<file path="config.mk">
export PLATFORM = sky130hd
export DESIGN_NAME = fetch_unit
export DESIGN_NICKNAME = d
export VERILOG_FILES = /design/src/rtl/fetch_unit_pkg.sv /design/src/rtl/fetch_buffer.sv /design/src/rtl/fetch_unit.sv
export SDC_FILE = /design/constraint.sdc
export NUM_CORES = 1
export LEC_CHECK = 0
export ABC_AREA = 1
export CORE_MARGIN = 1.5
export CORE_UTILIZATION = 59
export CTS_CLUSTER_DIAMETER = 200
export DETAILED_ROUTE_END_ITERATION = 10
export MAX_ROUTING_LAYER = met4
export PLACE_DENSITY = 0.86
export SYNTH_ARGS = -nofsm -noshare
export SYNTH_HDL_FRONTEND = slang
export SYNTH_SLANG_ARGS = --single-unit
</file>
<file path="constraint.sdc">
create_clock -name clk -period 11.6 [get_ports clk]
set_input_delay 1.16 -clock clk [delete_from_list [all_inputs] [get_ports clk]]
set_output_delay 1.16 -clock clk [all_outputs]
set_load 0.05 [all_outputs]
</file>
<file path="src/rtl/fetch_unit_pkg.sv">
// ---------------------------------------------------------------------------
// fetch_unit_pkg
// Shared definitions for the instruction-fetch stage: fetch FSM state
// encodings, instruction width, PC increment, and a PC alignment helper.
// No ports (package).
// ---------------------------------------------------------------------------
package fetch_unit_pkg;

  localparam int INST_WIDTH = 32;
  localparam int PC_STEP    = 4;

  typedef enum logic {
    FETCH_RUN   = 1'b0,
    FETCH_FAULT = 1'b1
  } fetch_state_t;

  // Instructions are 32-bit words, so a legal fetch target has its two
  // low address bits clear.
  function automatic logic pc_aligned(input logic [1:0] lsbs);
    return (lsbs == 2'b00);
  endfunction

endpackage

</file>
<file path="src/rtl/fetch_buffer.sv">
// ---------------------------------------------------------------------------
// fetch_buffer
// In-order buffer of fetch entries {pc, inst, filled}. Entries are allocated
// when a request is issued, filled when the matching response returns, and
// dequeued from the head by decode. Pointers carry one extra wrap bit so a
// full buffer is distinguishable from an empty one.
//
// Ports:
//   clk, rst        clock, synchronous active-high reset
//   alloc_en        allocate the entry at the alloc pointer (request issued)
//   alloc_pc        PC stored in the allocated entry
//   fill_en         fill the entry at the fill pointer (response accepted)
//   fill_inst       instruction stored in the filled entry
//   deq_en          drop the head entry (decode consumed it)
//   flush           make all pointers equal (everything in the buffer is stale)
//   occupancy       entries allocated and not yet dequeued
//   inflight        entries allocated and not yet filled
//   head_valid      head entry exists and has its instruction
//   head_inst       instruction of the head entry
//   head_pc         PC of the head entry
// ---------------------------------------------------------------------------
module fetch_buffer
  import fetch_unit_pkg::*;
#(
  parameter int XLEN      = 64,
  parameter int BUF_DEPTH = 4
) (
  input  logic                         clk,
  input  logic                         rst,
  input  logic                         alloc_en,
  input  logic [XLEN-1:0]              alloc_pc,
  input  logic                         fill_en,
  input  logic [INST_WIDTH-1:0]        fill_inst,
  input  logic                         deq_en,
  input  logic                         flush,
  output logic [$clog2(BUF_DEPTH):0]   occupancy,
  output logic [$clog2(BUF_DEPTH):0]   inflight,
  output logic                         head_valid,
  output logic [INST_WIDTH-1:0]        head_inst,
  output logic [XLEN-1:0]              head_pc
);

  localparam int IDX_W = $clog2(BUF_DEPTH);
  localparam int PTR_W = IDX_W + 1;
  localparam logic [PTR_W-1:0] PTR_ONE = PTR_W'(1);

  logic [PTR_W-1:0]      alloc_ptr;
  logic [PTR_W-1:0]      fill_ptr;
  logic [PTR_W-1:0]      head_ptr;
  logic [IDX_W-1:0]      alloc_idx;
  logic [IDX_W-1:0]      fill_idx;
  logic [IDX_W-1:0]      head_idx;
  logic [BUF_DEPTH-1:0]  filled;
  logic [XLEN-1:0]       pc_mem   [BUF_DEPTH];
  logic [INST_WIDTH-1:0] inst_mem [BUF_DEPTH];

  assign alloc_idx = alloc_ptr[IDX_W-1:0];
  assign fill_idx  = fill_ptr[IDX_W-1:0];
  assign head_idx  = head_ptr[IDX_W-1:0];

  assign occupancy = alloc_ptr - head_ptr;
  assign inflight  = alloc_ptr - fill_ptr;

  // A slot's filled bit is cleared when the slot is allocated, so a stale
  // bit from a previous lap can never make a fresh head look ready.
  assign head_valid = (occupancy != '0) && filled[head_idx];
  assign head_inst  = inst_mem[head_idx];
  assign head_pc    = pc_mem[head_idx];

  // Pointer and filled-flag state. The caller guarantees alloc and fill
  // never target the same slot in one cycle (that would need the buffer
  // to be both empty-in-flight and full at once).
  always_ff @(posedge clk) begin
    if (rst) begin
      alloc_ptr <= '0;
      fill_ptr  <= '0;
      head_ptr  <= '0;
      filled    <= '0;
    end else if (flush) begin
      fill_ptr  <= alloc_ptr;
      head_ptr  <= alloc_ptr;
      filled    <= '0;
    end else begin
      if (alloc_en) begin
        alloc_ptr         <= alloc_ptr + PTR_ONE;
        filled[alloc_idx] <= 1'b0;
      end
      if (fill_en) begin
        fill_ptr         <= fill_ptr + PTR_ONE;
        filled[fill_idx] <= 1'b1;
      end
      if (deq_en) begin
        head_ptr <= head_ptr + PTR_ONE;
      end
    end
  end

  // Entry payload storage needs no reset; validity is tracked by the
  // pointers and filled flags above.
  always_ff @(posedge clk) begin
    if (alloc_en && !flush) begin
      pc_mem[alloc_idx] <= alloc_pc;
    end
    if (fill_en && !flush) begin
      inst_mem[fill_idx] <= fill_inst;
    end
  end

endmodule

</file>
<file path="src/rtl/fetch_unit.sv">
// ---------------------------------------------------------------------------
// fetch_unit
// Sequential instruction fetcher between instruction memory and decode.
// Issues PC-sequential requests over a valid/ready interface, keeps an
// in-order buffer of outstanding and returned instructions, handles
// redirects by flushing the buffer and discarding responses of the old
// stream, and parks in a fault state on a misaligned redirect target.
//
// Ports:
//   clk, rst          clock, synchronous active-high reset
//   fetch_en          permits new requests (0 stalls issue only)
//   redirect_en       one-cycle pulse: restart fetch at redirect_pc
//   redirect_pc       new fetch target
//   imem_req_valid    request valid (combinational)
//   imem_req_ready    memory accepts the request
//   imem_req_addr     request address (current fetch PC)
//   imem_resp_valid   in-order response, latency >= 1, never back-pressured
//   imem_resp_data    returned instruction word
//   inst_valid        instruction at buffer head available to decode
//   inst_ready        decode consumes the head instruction
//   inst, inst_pc     head instruction and its PC
//   fault_valid       misaligned redirect target pending
//   fault_pc          the offending target
// ---------------------------------------------------------------------------
module fetch_unit
  import fetch_unit_pkg::*;
#(
  parameter int              XLEN      = 64,
  parameter logic [XLEN-1:0] RESET_PC  = '0,
  parameter int              BUF_DEPTH = 4
) (
  input  logic                  clk,
  input  logic                  rst,
  input  logic                  fetch_en,
  input  logic                  redirect_en,
  input  logic [XLEN-1:0]       redirect_pc,
  output logic                  imem_req_valid,
  input  logic                  imem_req_ready,
  output logic [XLEN-1:0]       imem_req_addr,
  input  logic                  imem_resp_valid,
  input  logic [INST_WIDTH-1:0] imem_resp_data,
  output logic                  inst_valid,
  input  logic                  inst_ready,
  output logic [INST_WIDTH-1:0] inst,
  output logic [XLEN-1:0]       inst_pc,
  output logic                  fault_valid,
  output logic [XLEN-1:0]       fault_pc
);

  localparam int CNT_W = $clog2(BUF_DEPTH) + 1;
  localparam logic [CNT_W-1:0] CNT_ONE     = CNT_W'(1);
  localparam logic [CNT_W:0]   DEPTH_TOTAL = (CNT_W + 1)'(BUF_DEPTH);
  localparam logic [XLEN-1:0]  PC_INC      = XLEN'(PC_STEP);

  fetch_state_t     state;
  fetch_state_t     state_next;
  logic [XLEN-1:0]  fetch_pc;
  logic [XLEN-1:0]  fetch_pc_next;
  logic [XLEN-1:0]  fault_pc_q;
  logic [XLEN-1:0]  fault_pc_next;
  logic [CNT_W-1:0] discard_cnt;
  logic [CNT_W-1:0] discard_next;
  logic [CNT_W-1:0] occupancy;
  logic [CNT_W-1:0] inflight;
  logic [CNT_W:0]   pending_total;
  logic [CNT_W-1:0] resp_taken;
  logic             req_fire;
  logic             resp_drop;
  logic             resp_fill;
  logic             deq_fire;

  // Entries still in the buffer plus responses still owed to the old
  // stream; together they bound how many more requests may be in flight.
  assign pending_total = {1'b0, occupancy} + {1'b0, discard_cnt};

  assign imem_req_addr = fetch_pc;
  assign fault_pc      = fault_pc_q;

  fetch_buffer #(
    .XLEN      (XLEN),
    .BUF_DEPTH (BUF_DEPTH)
  ) u_buffer (
    .clk        (clk),
    .rst        (rst),
    .alloc_en   (req_fire),
    .alloc_pc   (fetch_pc),
    .fill_en    (resp_fill),
    .fill_inst  (imem_resp_data),
    .deq_en     (deq_fire),
    .flush      (redirect_en),
    .occupancy  (occupancy),
    .inflight   (inflight),
    .head_valid (inst_valid),
    .head_inst  (inst),
    .head_pc    (inst_pc)
  );

  // State and datapath registers.
  always_ff @(posedge clk) begin
    if (rst) begin
      state       <= FETCH_RUN;
      fetch_pc    <= RESET_PC;
      fault_pc_q  <= '0;
      discard_cnt <= '0;
    end else begin
      state       <= state_next;
      fetch_pc    <= fetch_pc_next;
      fault_pc_q  <= fault_pc_next;
      discard_cnt <= discard_next;
    end
  end

  // Next-state, issue and response-steering logic. A redirect overrides
  // everything else in its cycle: no issue, no dequeue, and every response
  // still owed to the old stream (in flight now, minus one arriving this
  // cycle) is added to the discard count.
  always_comb begin
    state_next    = state;
    fetch_pc_next = fetch_pc;
    fault_pc_next = fault_pc_q;
    discard_next  = discard_cnt;

    imem_req_valid = (state == FETCH_RUN) && fetch_en && !redirect_en &&
                     (pending_total < DEPTH_TOTAL);
    fault_valid    = (state == FETCH_FAULT);

    req_fire  = imem_req_valid && imem_req_ready;
    resp_drop = imem_resp_valid && (discard_cnt != '0);
    resp_fill = imem_resp_valid && (discard_cnt == '0) && (inflight != '0) &&
                !redirect_en;
    deq_fire  = inst_valid && inst_ready && !redirect_en;

    resp_taken = (imem_resp_valid && ((discard_cnt != '0) || (inflight != '0)))
                 ? CNT_ONE : '0;

    if (redirect_en) begin
      discard_next = discard_cnt + inflight - resp_taken;
      if (pc_aligned(redirect_pc[1:0])) begin
        state_next    = FETCH_RUN;
        fetch_pc_next = redirect_pc;
      end else begin
        state_next    = FETCH_FAULT;
        fault_pc_next = redirect_pc;
      end
    end else begin
      if (req_fire) begin
        fetch_pc_next = fetch_pc + PC_INC;
      end
      if (resp_drop) begin
        discard_next = discard_cnt - CNT_ONE;
      end
    end
  end

endmodule

</file>
==> results.toml <==
[synthesis]
syn-cell-area_mm2 = 0.0226
ys_seq_elements = 531
synthFlopType = "edfxtp_1"
synth_nets = 2413
synth_warnings = 0
async_flop_share = 0
ys_seq_area_frac = 0.640
synth_cell_types = 42
syn_avg_cell_area_um2 = 9.88
syn-instance-count = 2288
synth_edf_count = 384

[global_route]
grt_pass1_vias = 17700
track_usage = 0.344
gr-total-overflow = 0
grt_pass1_wl_mm = 99.6
grt_max_degree = 121
antenna_found_initial = 1

[route]
avgRoutedWirePerCell_um = 21.3
drt_iter0_markers = 2135
drt_pass1_iterations = 6
met2_length_mm = 30.6
met3WireLength_mm = 7.48
via_count = 18600
m1WireLength_mm = 25.9
routed_wl_mm = 66.5
drc = 0
highest_layer = "met4"
final_antenna_net_count = 0
via_per_inst = 5.94

[critical_path]
startpoint_type = "register"
critPathCaptureType = "output port"
cp_max_fo = 120
crit_required_ps = 10440
critPathArrivalTime_ps = 4510
setup.worst_path.class = "register to output port"

[floorplan]
die_h_um = 199
die_area_mm2 = 0.0395
initial_utilization = 0.600
die_w_um = 199
io_pins = 330
coreArea_mm2 = 0.0377
std_cell_rows = 71

[timing]
slew_headroom = 0.214
tightest_slew_ps = 1180
setup_viol_count_final = 0
finalCritPeriodShare = 0.489
layout_min_cycle_time_ps = 5670
fmax_mhz = 176
hold_violations = 0
slew_viol_final = 0
skew_ps = 15.7
tns_ps = 0
whs_ps = 462
rsz0062_at_grt = "false"

[clocking]
post_cts_resized = 0
ctsHoldBuffers = 0
clock-root-buffer = "clkbuf_16"
cts_made_buffers = 52
cts_tree = "done"
clock_latency_ps = 600
cts_sinks = 531
clkTransAtPathRegs_ps = 60
cts_max_path_buffers = 3
htreeDepth = 2
postCtsSetupRepairBufs = 0

[placement]
post-dp-hpwl_mm = 43.1
portBuffers = 329
place_inst = 3030
gp_congestion = 0.942

[finish]
fillCellCount = 2600
stdcell_count = 3126
area_delta_synth_final_pct = 23.4
multi_input_area_mm2 = 0.00725
layout-drive-gt1-share = 0.0524
utilization = 0.741
nNetsFinal = 2698
seqCellArea_mm2 = 0.0145

[power]
max-vdd-ir-drop_mv = 0.141
leakagePower_nw = 9.65
powerDensity_mw_per_mm2 = 164
total_power_mw = 4.56

[min_path]
holdCritPathClass = "register to register"

[job]
maxCapViolations = 0

[outcome]
outcome = "finished clean"
==> synthesized netlist by cell type, types with 3 or more instances <==
library cell,instances,area (um2)
buf_2,6,30.0
o31ai_1,5,37.5
nor2_4,3,33.8
o21a_1,5,37.5
nand2_2,3,18.8
o21ai_1,7,35.0
nor2_2,10,62.6
a211oi_1,37,278
nor3_1,10,50.1
xor2_1,10,87.6
inv_1,106,398
xnor2_1,8,70.1
nor2_1,458,1720
o211ai_1,3,22.5
o21ai_0,244,1220
buf_1,6,22.5
ha_1,19,238
buf_6,5,56.3
a21oi_1,107,536
nand2_1,389,1460
nand3b_1,6,45.0
nand3_1,72,360
edfxtp_1,384,11500
dfxtp_1,147,2940
o22ai_1,100,626
clkbuf_1,99,372
fa_1,3,60.1
nand4_1,12,75.1
inv_2,5,18.8
==> registers in the layout, indices dropped and copies added, names as in the netlist, named ones only <==
name	count
u_buffer.filled	4
u_buffer.alloc_ptr	3
fault_valid	1
imem_req_addr	64
u_buffer.fill_ptr	3
discard_cnt	3
fault_pc	64
u_buffer.pc_mem	256
u_buffer.head_ptr	3
u_buffer.inst_mem	128
==> critical path, cell delays in order, from the launching register on <==
cell             delay (ps)
dfxtp_4                 330
buf_4                   420
inv_4                   770
buf_4                   920
o21ai_0                 230
o22ai_1                 270
clkdlybuf4s50_1         870
==> final cells by class <==
cell class / count / area share
clock buffers: 62 / 0.0488
repair buffers: 349 / 0.123
flip-flops and latches: 531 / 0.519
diodes: 1 / 0.0000897
inverters: 112 / 0.0153
multi-input cells: 1527 / 0.260
clock inverters: 33 / 0.0106
well taps: 511 / 0.0229
==> placed cells by master, fill, tap and decap left out, types with 19 or more instances in the layout <==
master           count
clkdlybuf4s50_1    328
o22ai_1            100
a211oi_1            37
nand3_1             72
nor2_1             453
inv_1              103
ha_1                19
clkbuf_16           53
a21oi_1            107
o21ai_0            244
nand2_1            389
dfxtp_1            145
edfxtp_1           384
buf_4               21
==> kinds of logic after synthesis <==
| kind of cell | Yosys count | share of synthesized area |
|---|---|---|
| adders and majority gates | 22 | 0.0132 |
| DFF | 531 | 0.640 |
| buffers and inverters | 230 | 0.0406 |
| and+or+nand+nor | 974 | 0.174 |
| xor gates and xnor gates | 18 | 0.00697 |
| AOI/OAI and AO/OA | 513 | 0.125 |
==> power breakdown <==
group | leakage [nW] | internal, mW | switching (mW)
clock | 0.808 | 0.947 | 0.710
combinational | 4.03 | 0.237 | 0.513
sequential | 4.81 | 2.09 | 0.0666
total | 9.65 | 3.27 | 1.29
==> layer usage <==
layer | GRT usage | vias up
li1 | - | 8490
met1 | 0.457 | 8826
met2 | 0.520 | 1088
met3 | 0.0722 | 169
met4 | 0.140 | 0
met5 | - | -
==> worst paths after layout <==
check / end / cells past startpoint / startpoint / slack [ps]
min reg2reg: fault_pc[18] / 2 / fault_pc[18] / 460
max: inst_pc[44] / 6 / register / 5930
min: fault_pc[18] / 2 / fault_pc[18] / 460
max reg2reg: imem_req_addr[50] / 15 / u_buffer.head_ptr[0] / 7600
==> through the flow <==
stage          setup slack [ps]  cell area (um2)
4_1_cts                    5950            27900
6_report                   5930            27900
3_5_place_dp               6590            26200
3_3_place_gp               6640            26200
5_1_grt                    5670            27900
2_1_floorplan              6230            22600
No activity file was read; power rests on OpenSTA's default activity.
